--- src/rtl/display_pkg.sv ---
// Shared constants for the 7-segment display blocks: active-low hex font and
// a width helper for counters.
package display_pkg;

   localparam logic [6:0] SEG_OFF = 7'h7F;

   // Active-low {a,b,c,d,e,f,g} patterns for nibble values 0..F
   localparam logic [6:0] SEG_HEX [16] = '{
      7'b0000001, 7'b1001111, 7'b0010010, 7'b0000110,
      7'b1001100, 7'b0100100, 7'b0100000, 7'b0001111,
      7'b0000000, 7'b0000100, 7'b0001000, 7'b1100000,
      7'b0110001, 7'b1000010, 7'b0110000, 7'b0111000
   };

   // Counter width able to hold 0..n-1, never narrower than one bit
   function automatic int unsigned clog2_w(input int unsigned n);
      return (n <= 32'd2) ? 32'd1 : 32'($clog2(n));
   endfunction

endpackage

--- src/rtl/seg_hex_decoder.sv ---
// Combinational hex nibble to active-low 7-segment pattern lookup.
module seg_hex_decoder
   import display_pkg::*;
(
   input  logic [3:0] nibble,
   output logic [6:0] seg_c
);

   always_comb begin
      seg_c = SEG_HEX[nibble];
   end

endmodule

--- src/rtl/display_seg_mux.sv ---
// Time-multiplexed common-anode 7-segment driver with blanking, blink, PWM
// dimming and per-frame snapshot of the displayed value.
module display_seg_mux
   import display_pkg::*;
#(
   parameter int unsigned DIGITS     = 4,
   parameter int unsigned SCAN_LIMIT = 50000,
   parameter int unsigned BLINK_DIV  = 25000000,
   parameter int unsigned PWM_BITS   = 4
) (
   input  logic                  clk,
   input  logic                  rst,
   input  logic [4*DIGITS-1:0]   digit_code,
   input  logic [DIGITS-1:0]     dp_en,
   input  logic [DIGITS-1:0]     blink_en,
   input  logic                  blank_lz,
   input  logic [PWM_BITS-1:0]   brightness,
   output logic [6:0]            seg,
   output logic                  dp,
   output logic [DIGITS-1:0]     display_digit,
   output logic                  frame_done
);

   localparam int unsigned SLOT_W  = clog2_w(SCAN_LIMIT);
   localparam int unsigned IDX_W   = clog2_w(DIGITS);
   localparam int unsigned BLINK_W = clog2_w(BLINK_DIV);
   localparam int unsigned CODE_W  = 4 * DIGITS;

   logic [SLOT_W-1:0]   slot_cnt_q, slot_cnt_d;
   logic [IDX_W-1:0]    idx_q, idx_d;
   logic [PWM_BITS-1:0] pwm_cnt_q, pwm_cnt_d;
   logic [BLINK_W-1:0]  blink_cnt_q, blink_cnt_d;
   logic                blink_phase_q, blink_phase_d;
   logic                load_q, load_d;
   logic                wrap_q, wrap_d;

   logic [CODE_W-1:0]   code_sh_q, code_sh_d;
   logic [DIGITS-1:0]   dp_sh_q, dp_sh_d;
   logic [DIGITS-1:0]   blink_sh_q, blink_sh_d;
   logic                blank_sh_q, blank_sh_d;

   logic [6:0]          seg_q, seg_d;
   logic                dp_q, dp_d;
   logic [DIGITS-1:0]   display_digit_q, display_digit_d;
   logic                frame_done_q, frame_done_d;

   logic [CODE_W-1:0]   code_src_c;
   logic [DIGITS-1:0]   dp_src_c, blink_src_c, lz_c;
   logic                blank_src_c;
   logic [3:0]          cur_nib_c;
   logic [6:0]          seg_hex_c;
   logic                cur_dp_c, cur_blink_c, cur_lz_c;
   logic                slot_wrap_c, frame_wrap_c, blink_wrap_c;
   logic                pwm_on_c, dark_c, zero_run_c;

   seg_hex_decoder u_dec (
      .nibble (cur_nib_c),
      .seg_c  (seg_hex_c)
   );

   always_ff @(posedge clk) begin
      if (rst) begin
         slot_cnt_q      <= '0;
         idx_q           <= '0;
         pwm_cnt_q       <= '0;
         blink_cnt_q     <= '0;
         blink_phase_q   <= 1'b0;
         load_q          <= 1'b1;
         wrap_q          <= 1'b0;
         code_sh_q       <= '0;
         dp_sh_q         <= '0;
         blink_sh_q      <= '0;
         blank_sh_q      <= 1'b0;
         seg_q           <= SEG_OFF;
         dp_q            <= 1'b1;
         display_digit_q <= '1;
         frame_done_q    <= 1'b0;
      end else begin
         slot_cnt_q      <= slot_cnt_d;
         idx_q           <= idx_d;
         pwm_cnt_q       <= pwm_cnt_d;
         blink_cnt_q     <= blink_cnt_d;
         blink_phase_q   <= blink_phase_d;
         load_q          <= load_d;
         wrap_q          <= wrap_d;
         code_sh_q       <= code_sh_d;
         dp_sh_q         <= dp_sh_d;
         blink_sh_q      <= blink_sh_d;
         blank_sh_q      <= blank_sh_d;
         seg_q           <= seg_d;
         dp_q            <= dp_d;
         display_digit_q <= display_digit_d;
         frame_done_q    <= frame_done_d;
      end
   end

   always_comb begin
      // Scan, PWM and blink counters
      slot_wrap_c   = (slot_cnt_q == SLOT_W'(SCAN_LIMIT - 1));
      frame_wrap_c  = slot_wrap_c && (idx_q == IDX_W'(DIGITS - 1));
      slot_cnt_d    = slot_wrap_c ? '0 : slot_cnt_q + SLOT_W'(1);
      idx_d         = idx_q;
      if (frame_wrap_c) begin
         idx_d = '0;
      end else if (slot_wrap_c) begin
         idx_d = idx_q + IDX_W'(1);
      end
      pwm_cnt_d     = pwm_cnt_q + PWM_BITS'(1);
      blink_wrap_c  = (blink_cnt_q == BLINK_W'(BLINK_DIV - 1));
      blink_cnt_d   = blink_wrap_c ? '0 : blink_cnt_q + BLINK_W'(1);
      blink_phase_d = blink_phase_q ^ blink_wrap_c;
      load_d        = 1'b0;
      wrap_d        = frame_wrap_c;
      frame_done_d  = wrap_q;

      // Shadows reload at frame wrap; the first post-reset cycle decodes live inputs
      code_sh_d   = code_sh_q;
      dp_sh_d     = dp_sh_q;
      blink_sh_d  = blink_sh_q;
      blank_sh_d  = blank_sh_q;
      if (load_q || frame_wrap_c) begin
         code_sh_d  = digit_code;
         dp_sh_d    = dp_en;
         blink_sh_d = blink_en;
         blank_sh_d = blank_lz;
      end
      code_src_c  = load_q ? digit_code : code_sh_q;
      dp_src_c    = load_q ? dp_en      : dp_sh_q;
      blink_src_c = load_q ? blink_en   : blink_sh_q;
      blank_src_c = load_q ? blank_lz   : blank_sh_q;

      // A digit is blanked while it and every digit above it are zero
      lz_c       = '0;
      zero_run_c = blank_src_c;
      for (int i = int'(DIGITS) - 1; i >= 1; i--) begin
         zero_run_c = zero_run_c && (code_src_c[4*i +: 4] == 4'd0);
         lz_c[i]    = zero_run_c;
      end

      cur_nib_c   = '0;
      cur_dp_c    = 1'b0;
      cur_blink_c = 1'b0;
      cur_lz_c    = 1'b0;
      for (int i = 0; i < int'(DIGITS); i++) begin
         if (idx_q == IDX_W'(i)) begin
            cur_nib_c   = code_src_c[4*i +: 4];
            cur_dp_c    = dp_src_c[i];
            cur_blink_c = blink_src_c[i];
            cur_lz_c    = lz_c[i];
         end
      end

      pwm_on_c = (brightness == '1) || (pwm_cnt_q < brightness);
      dark_c   = !pwm_on_c || (blink_phase_q && cur_blink_c);

      display_digit_d = '1;
      seg_d           = SEG_OFF;
      dp_d            = 1'b1;
      if (!dark_c) begin
         for (int i = 0; i < int'(DIGITS); i++) begin
            display_digit_d[i] = (idx_q != IDX_W'(i));
         end
         seg_d = cur_lz_c ? SEG_OFF : seg_hex_c;
         dp_d  = !cur_dp_c;
      end
   end

   assign seg           = seg_q;
   assign dp            = dp_q;
   assign display_digit = display_digit_q;
   assign frame_done    = frame_done_q;

endmodule

--- config.mk ---
export PLATFORM = sky130hd
export DESIGN_NAME = display_seg_mux
export DESIGN_NICKNAME = d
export VERILOG_FILES = /design/src/rtl/display_pkg.sv /design/src/rtl/seg_hex_decoder.sv /design/src/rtl/display_seg_mux.sv
export SDC_FILE = /design/constraint.sdc
export NUM_CORES = 1
export LEC_CHECK = 0
export ABC_AREA = 1
export BUFFER_PORTS_ARGS = -buffer_cell sky130_fd_sc_hd__buf_2
export CORE_MARGIN = 1
export CORE_UTILIZATION = 60
export CTS_BUF_LIST = sky130_fd_sc_hd__clkbuf_8
export CTS_CLUSTER_DIAMETER = 120
export DETAILED_ROUTE_END_ITERATION = 8
export GPL_TIMING_DRIVEN = 0
export PLACE_DENSITY = 0.92
export SYNTH_ARGS = -nofsm -noshare
export SYNTH_HDL_FRONTEND = slang
export SYNTH_SLANG_ARGS = --single-unit
--- constraint.sdc ---
create_clock -name clk -period 3.9 [get_ports clk]
set_clock_uncertainty 0.05 [all_clocks]
set_input_delay 0.78 -clock clk [delete_from_list [all_inputs] [get_ports clk]]
set_output_delay 0.78 -clock clk [all_outputs]
set_load 0.01 [all_outputs]
==> impl_metrics.tcl, run 1 <==
set metrics [dict create \
    grt.overflow.total 0 \
    antenna_cells 0 \
    end_kind "register" \
    drt-total-wl_um 10300 \
    worstSetupStartpointType "register" \
    finish.net_count 761 \
    clk_latency_ps 360 \
    setup_violations 0 \
    crit_path_start "idx_q[1]" \
    hold_violations 0 \
    hpwl_um 7690 \
    post_cts_buffers 0 \
    slew_headroom 0.655 \
    worstReg2RegEnd "seg[4]" \
    fin_crit_ps 2290 \
    core_sq_mm 0.00733 \
    io_pins 44 \
    syn_inst 661 \
    cp.arrival_ps 2490 \
    criticalPathCategory "reg2reg" \
    initial_core_util 0.630 \
    clock-root-buffer "clkbuf_8" \
    yosysSeqAreaShare 0.382 \
    viasPerCell 5.44 \
    die_w_um 89.7 \
    hp-class "reg2reg" \
    cp_max_fo 9 \
    synth_fp_nets 707 \
    ff2ff_setup_slack_ps 1610 \
    final_common_cell "nand2_1" \
    grt_pass1_wl_um 17400 \
    ys_seq_elements 88 \
    die_area_sq_mm 0.00805 \
    status "complete, no violations" \
    first_pass_iters 4 \
    seqCellArea_sq_mm 0.00176 \
    drive_gt1_frac 0.163 \
    fillCellCount 567 \
    finalMaxSlewViolations 0 \
    grt_pass1_vias 4108 \
    num_vias 4455 \
    ant_nets 0 \
    fin_crit_sh 0.587 \
    yosys_warnings 0 \
    ctsResizeCount 0 \
    cts.clk_slew.worst_paths_ps 90 \
    rows 31 \
    multi_input_area_sq_mm 0.00242 \
    dpl.cell_count 803 \
    area_growth_pct 11.8 \
    reg2reg_depth 14 \
    crit_end "seg[4]" \
    drc_errors 0 \
    clock-sinks 88 \
    drtIter0Drc 234 \
    p_leak_uw 0.00220 \
    cts_buffer_depth 2 \
    syn_area_sq_mm 0.00462 \
    fin_cells 819 \
    final_core_util 0.704 \
    finalSetupTns_ps 0 \
    grt_max_degree 15 \
    gp_congestion 0.904 \
    synth_cell_types 41 \
    synth_area_per_cell_sq_um 6.98 \
    grt_usage 0.261 \
    antenna_found_initial 0 \
    worstReg2RegStart "idx_q[1]" \
    rsz0062_at_grt "no" \
    fmax_ghz 0.437 \
    mostFrequentLayoutCells "nand2_1 (163), dfxtp_1 (88), nor2_1 (80)" \
    avgRoutedWirePerCell_um 12.6 \
    cts_hold_buf 0 \
    ir_drop_mv 0.184 \
    die_h_um 89.7 \
    worst_ep_required_time_ps 4100 \
    cts_tree "yes" \
    cellPowerDensity_mw_per_mm2 352 \
    worstMarginPinSlew_ps 518 \
    cap_violations 0 \
    cts_buffers 9 \
    io_buffers 43 \
    cts.htree.levels 3 \
]
==> final cells by class <==
class / instances / area share
Tap cell: 99 / 0.0240
Buffer: 18 / 0.0276
Clock buffer: 11 / 0.0293
Multi-Input combinational cell: 478 / 0.468
Timing Repair Buffer: 43 / 0.0417
Inverter: 77 / 0.0570
Clock inverter: 5 / 0.0107
Sequential cell: 88 / 0.341
==> cell families after synthesis <==
group / share of synthesized area
compound gates: 0.102
xor+xnor: 0.0228
fa+ha+maj: 0.0407
buf+inv: 0.0946
flops: 0.382
mux: 0.00217
simple gates: 0.356
==> report_power, final <==
| group | switching [uW] | total, uW | internal [uW] |
|---|---|---|---|
| clock network | 318 | 648 | 330 |
| logic | 133 | 214 | 80.8 |
| registers | 16.9 | 952 | 935 |
| total | 468 | 1810 | 1350 |
==> layer usage <==
metal / routed length [um] / track usage / part of all wire / vias up
met4: 207 / 0.111 / 0.020 / 0
met3: 658 / 0.0558 / 0.064 / 26
li1: - / - / - / 2223
met1: 4240 / 0.299 / 0.41 / 2045
met5: 0 / 0 / 0 / -
met2: 5240 / 0.469 / 0.51 / 161
==> worst max-delay path, cell delays in order, from the launching register on <==
cell and delay, ps:
dfxtp_1 390, inv_1 80, ha_1 180, buf_2 180, nor2_4 200, nand3_1 90
nand2_1 70, nand2_1 60, a21oi_1 280, ha_1 280, inv_1 70, nand3_1 100
nand2_1 60, nand2_1 60, nand2_1 40
==> Yosys cell counts (all sizes together) <==
master / n / area share
nand3: 49 / 0.058
nand3b: 3 / 0.0049
mux2i: 1 / 0.0022
nor3: 16 / 0.020
or2: 11 / 0.015
a21oi: 47 / 0.055
ha: 15 / 0.041
inv: 77 / 0.064
nand4: 12 / 0.016
o21ai: 36 / 0.039
nor4: 1 / 0.0014
dfxtp: 88 / 0.38
nand2: 175 / 0.15
xor2: 7 / 0.013
buf: 15 / 0.028
nor2: 89 / 0.079
and2: 1 / 0.0014
clkbuf: 3 / 0.0027
o21a: 3 / 0.0049
nor3b: 5 / 0.010
a21boi: 1 / 0.0016
a211oi: 1 / 0.0016
xnor2: 5 / 0.0095
==> stage by stage <==
stage	hold slack, ps	setup WS [ps]	cell area, sq um	total power (uW)
floorplan	338	1780	4620	1110
global placement	351	1490	4950	1170
detailed placement	353	1410	4950	1180
CTS	366	1640	5160	1830
finish	364	1610	5160	1810
global route	392	1320	5160	1890
==> worst min path at each step <==
stage                 startpoint    endpoint  slack (ps)  cells past startpoint
finish              frame_done_d  frame_done         360                      2
detailed placement  frame_done_d  frame_done         350                      2
floorplan           frame_done_d  frame_done         340                      2
global route        frame_done_d  frame_done         390                      2
global placement    frame_done_d  frame_done         350                      2
CTS                 frame_done_d  frame_done         370                      2
==> registers in the layout (all words and copies together) (netlist names) <==
register and count:
blink_cnt_q 25, code_sh_q 16, slot_cnt_q 16, seg 7, blink_sh_q 4, display_digit 4
dp_sh_q 4, pwm_cnt_q 4, idx_q 2, blank_sh_q 1, blink_phase_q 1, dp 1
frame_done 1, frame_done_d 1, load_q 1
Note: power is estimated with default switching activity, not from simulation.
==> run 2: changes to the inputs <==
- CORE_UTILIZATION: 60 -> 56
- PLACE_DENSITY: 0.92 -> 0.9
- clock period: 3.9 -> 2.1 ns (I/O delays scaled with it)
==> impl_metrics.tcl, run 2 (same netlist as run 1, synthesis figures left out) <==
set metrics [dict create \
    status "finished with violations" \
    failed_checks "negative setup slack" \
    mostFrequentLayoutCells "nand2_1 (155), dfxtp_1 (86), nor2_1 (79)" \
    clk_latency_ps 360 \
    clock-root-buffer "clkbuf_8" \
    initial_core_util 0.588 \
    die_w_um 92.8 \
    drive_gt1_frac 0.216 \
    finalMaxSlewViolations 0 \
    cp_max_fo 4 \
    cap_violations 0 \
    setup_violations 2 \
    worstReg2RegEnd "seg[4]" \
    worstMarginPinSlew_ps 515 \
    io_buffers 43 \
    hp-class "in2reg" \
    grt_usage 0.267 \
    grt_max_degree 16 \
    hold_end "load_q" \
    reg_top3 "blink_cnt_q x25, code_sh_q x16, slot_cnt_q x16" \
    drt-total-wl_um 11900 \
    setup_ws_ps -29.1 \
    cp.arrival_ps 2330 \
    clock-sinks 88 \
    gp_congestion 0.913 \
    rows 32 \
    worstSetupStartpointType "register" \
    criticalPathCategory "reg2reg" \
    viasPerCell 5.58 \
    grt_pass1_wl_um 18400 \
    area_growth_pct 17.2 \
    fin_crit_ps 2130 \
    avgRoutedWirePerCell_um 14.2 \
    hold_violations 0 \
    antenna_cells 0 \
    end_kind "register" \
    hold_ws_ps 132 \
    first_pass_iters 7 \
    die_h_um 92.8 \
    worst_ep_required_time_ps 2300 \
    io_pins 44 \
    worstReg2RegStart "idx_q[1]" \
    hold_path_depth 1 \
    grt_pass1_vias 4347 \
    fmax_ghz 0.470 \
    cts.clk_slew.worst_paths_ps 90 \
    core_sq_mm 0.00785 \
    num_vias 4680 \
    cts_tree "yes" \
    ant_nets 0 \
    reg2reg_depth 14 \
    ff2ff_setup_slack_ps -30 \
    drtIter0Drc 250 \
    cts_hold_buf 0 \
    largest_reg_flops 25 \
    top_register "blink_cnt_q" \
    final_common_cell "nand2_1" \
    finalSetupTns_ps -34.2 \
    antenna_found_initial 0 \
    cts.htree.levels 3 \
    cellPowerDensity_mw_per_mm2 654 \
    grt.overflow.total 0 \
    drc_errors 0 \
    ir_drop_mv 0.349 \
    p_leak_uw 0.00231 \
    die_area_sq_mm 0.00861 \
    min_from "rst" \
    cts_buffers 9 \
    slew_headroom 0.657 \
    fin_crit_sh 1.01 \
    hpwl_um 7780 \
    finish.net_count 777 \
    cts_buffer_depth 2 \
    p_total_uw 3540 \
]
run 2: changes by cell type in the layout (fill, tap and decap cells not counted), sizes merged:
cell    delta
buf       +16
bufinv     +1
clkinv     +1
clkbuf     -2
run 2: worst max path at each step:
stage,from,to,slack [ps],depth (start not counted)
global route,idx_q[1],seg[0],-90,14
finish,idx_q[1],seg[4],-30,14
CTS,idx_q[1],seg[3],20,15
detailed placement,idx_q[1],seg[4],-210,14
global placement,idx_q[1],seg[4],-90,14
floorplan,idx_q[1],seg[4],160,14
run 2: through the flow:
| stage | util | instances | area [sq um] | setup WS [ps] |
|---|---|---|---|---|
| global placement | 0.632 | 806 | 4960 | -86.6 |
| finish | 0.690 | 838 | 5410 | -29.1 |
| floorplan | - | 661 | 4620 | 155 |
| CTS | 0.666 | 824 | 5220 | 22.2 |
| detailed placement | 0.632 | 806 | 4960 | -207 |
| global route | 0.690 | 838 | 5410 | -92.4 |
run 2: timing repair:
action                                  4_1_cts  5_1_grt
setup buffers                                 2       14
pin swaps                                     1        9
endpoints found under the setup margin        7        7
hold endpoints to repair                      0        0
resized for setup                             9       23
run 2: area by class of cell:
type | instances | area [sq um]
clock buffers | 9 | 124
clock inverters | 7 | 95.1
multi-input cells | 478 | 2510
inverters | 77 | 298
plain buffers | 18 | 149
fillers | 600 | 2440
repair buffers | 59 | 348
well taps | 102 | 128
flip-flops and latches | 88 | 1760
run 2: routing by layer:
| layer | wire, um | GRT usage |
|---|---|---|
| met1 | 4480 | 0.283 |
| met2 | 6130 | 0.499 |
| met3 | 886 | 0.0673 |
| met4 | 391 | 0.108 |
| met5 | 0 | 0 |
run 2: critical path: stages (launching register included):
cell and delay (ps):
dfxtp_2 370, inv_2 50, ha_2 160, buf_6 120, nor2_4 180, nand3_2 110
nand2_2 80, nand2_2 70, a21oi_2 210, ha_2 260, inv_2 60, nand3_2 90
nand2_1 80, nand2_1 70, nand2_1 50
run 2: power breakdown:
group | switching (uW) | internal [uW]
Clock | 638 | 675
Combinational | 279 | 177
Sequential | 31.7 | 1740
==> run 3: changes to the inputs <==
- PLACE_DENSITY: 0.9 -> 0.84
==> impl_metrics.tcl, run 3 (same netlist as run 1, synthesis figures left out) <==
set metrics [dict create \
    die_w_um 92.8 \
    cp_max_fo 9 \
    avgRoutedWirePerCell_um 13.4 \
    rsz0062_at_grt "yes" \
    cellPowerDensity_mw_per_mm2 614 \
    grt_pass1_vias 4242 \
    antenna_cells 0 \
    fmax_ghz 0.482 \
    finish.net_count 774 \
    cap_violations 0 \
    die_h_um 92.8 \
    core_sq_mm 0.00785 \
    end_kind "register" \
    criticalPathCategory "reg2reg" \
    finalMaxSlewViolations 0 \
    gp_congestion 0.937 \
    area_growth_pct 16.5 \
    cts_tree "yes" \
    setup_violations 0 \
    clk_latency_ps 360 \
    cts.clk_slew.worst_paths_ps 90 \
    slew_headroom 0.655 \
    cts.htree.levels 3 \
    num_vias 4501 \
    mostFrequentLayoutCells "nand2_1 (156), dfxtp_1 (86), nor2_1 (79)" \
    dpl.cell_count 806 \
    ant_nets 0 \
    io_pins 44 \
    fin_crit_sh 0.987 \
    drt-total-wl_um 11200 \
    grt.overflow.total 0 \
    clock-sinks 88 \
    cts_hold_buf 0 \
    setup_ws_ps 26.7 \
    grt_pass1_wl_um 18000 \
    status "complete, no violations" \
    final_common_cell "nand2_1" \
    grt_usage 0.257 \
    ir_drop_mv 0.352 \
    reg_top3 "blink_cnt_q x25, code_sh_q x16, slot_cnt_q x16" \
    largest_reg_flops 25 \
    clock-root-buffer "clkbuf_8" \
    first_pass_iters 6 \
    cp.arrival_ps 2270 \
    die_area_sq_mm 0.00861 \
    grt_max_degree 15 \
    io_buffers 43 \
    fin_cells 835 \
    initial_core_util 0.588 \
    hpwl_um 7620 \
    top_register "blink_cnt_q" \
    cts_buffer_depth 2 \
    p_leak_uw 0.00226 \
    rows 32 \
    cts_buffers 9 \
    dp_slack_ps -199 \
    worstMarginPinSlew_ps 517 \
    hp-class "in2reg" \
    worst_ep_required_time_ps 2290 \
    fin_crit_ps 2070 \
    worstSetupStartpointType "register" \
    drtIter0Drc 262 \
    antenna_found_initial 0 \
    drc_errors 0 \
    viasPerCell 5.39 \
    hold_violations 0 \
    drive_gt1_frac 0.214 \
]
-- run 3: per-layer routing --
metal | vias up | wire [um] | track usage
met3 | 44 | 850 | 0.0493
met1 | 2012 | 4520 | 0.298
met5 | - | 0 | 0
met4 | 0 | 336 | 0.106
met2 | 203 | 5470 | 0.461
li1 | 2242 | - | -
-- run 3: where the power goes --
group | leakage (uW) | switching (uW) | internal (uW) | total [uW]
Combinational | 0.00145 | 267 | 162 | 429
Clock | 0.0000927 | 611 | 491 | 1100
Sequential | 0.000722 | 32.7 | 1740 | 1770
Total | 0.00226 | 910 | 2390 | 3300
-- run 3: path summary, 6_finish.rpt --
| kind | start | cells past startpoint | slack, ps | end |
|---|---|---|---|---|
| min | rst | 1 | 140 | load_q |
| min reg2reg | frame_done_d | 2 | 360 | frame_done |
| max | idx_q[1] | 12 | 30 | seg[2] |
| max reg2reg | idx_q[1] | 12 | 30 | seg[2] |
-- run 3: worst max-delay path, cell delays in order, from the launching register on --
cell	delay [ps]
dfxtp_2	340
buf_4	130
ha_1	150
buf_6	160
clkinvlp_4	210
nor2_4	200
inv_1	90
nand2_4	80
buf_4	110
ha_1	130
nand3_1	90
nand3_1	110
nand3_1	80
-- run 3: metrics by stage --
step                TNS [ps]  utilization  hold WS [ps]  total power, uW  instance area, sq um
CTS                        0        0.661           129             3280                  5180
global placement        -255        0.632           343             2180                  4960
finish                     0        0.685           143             3300                  5380
global route            -238        0.685           157             3440                  5380
detailed placement      -768        0.632           350             2200                  4960
floorplan                  0            -           338             2070                  4620
-- run 3: area by class of cell --
| class | instances | area (sq um) |
|---|---|---|
| buffer | 18 | 153 |
| inverter | 77 | 304 |
| fill | 627 | 2470 |
| timing repair buffer | 56 | 313 |
| clock buffer | 11 | 151 |
| sequential | 88 | 1760 |
| multi-input combinational | 478 | 2530 |
| clock inverter | 5 | 32.5 |
| tap | 102 | 128 |
-- run 3: repair_timing --
action | in CTS | in global routing
endpoints found under the hold margin | 0 | 0
setup endpoints to repair | 7 | 7
pin swaps | 1 | 6
setup buffers | 3 | 10
gates resized for setup | 9 | 30
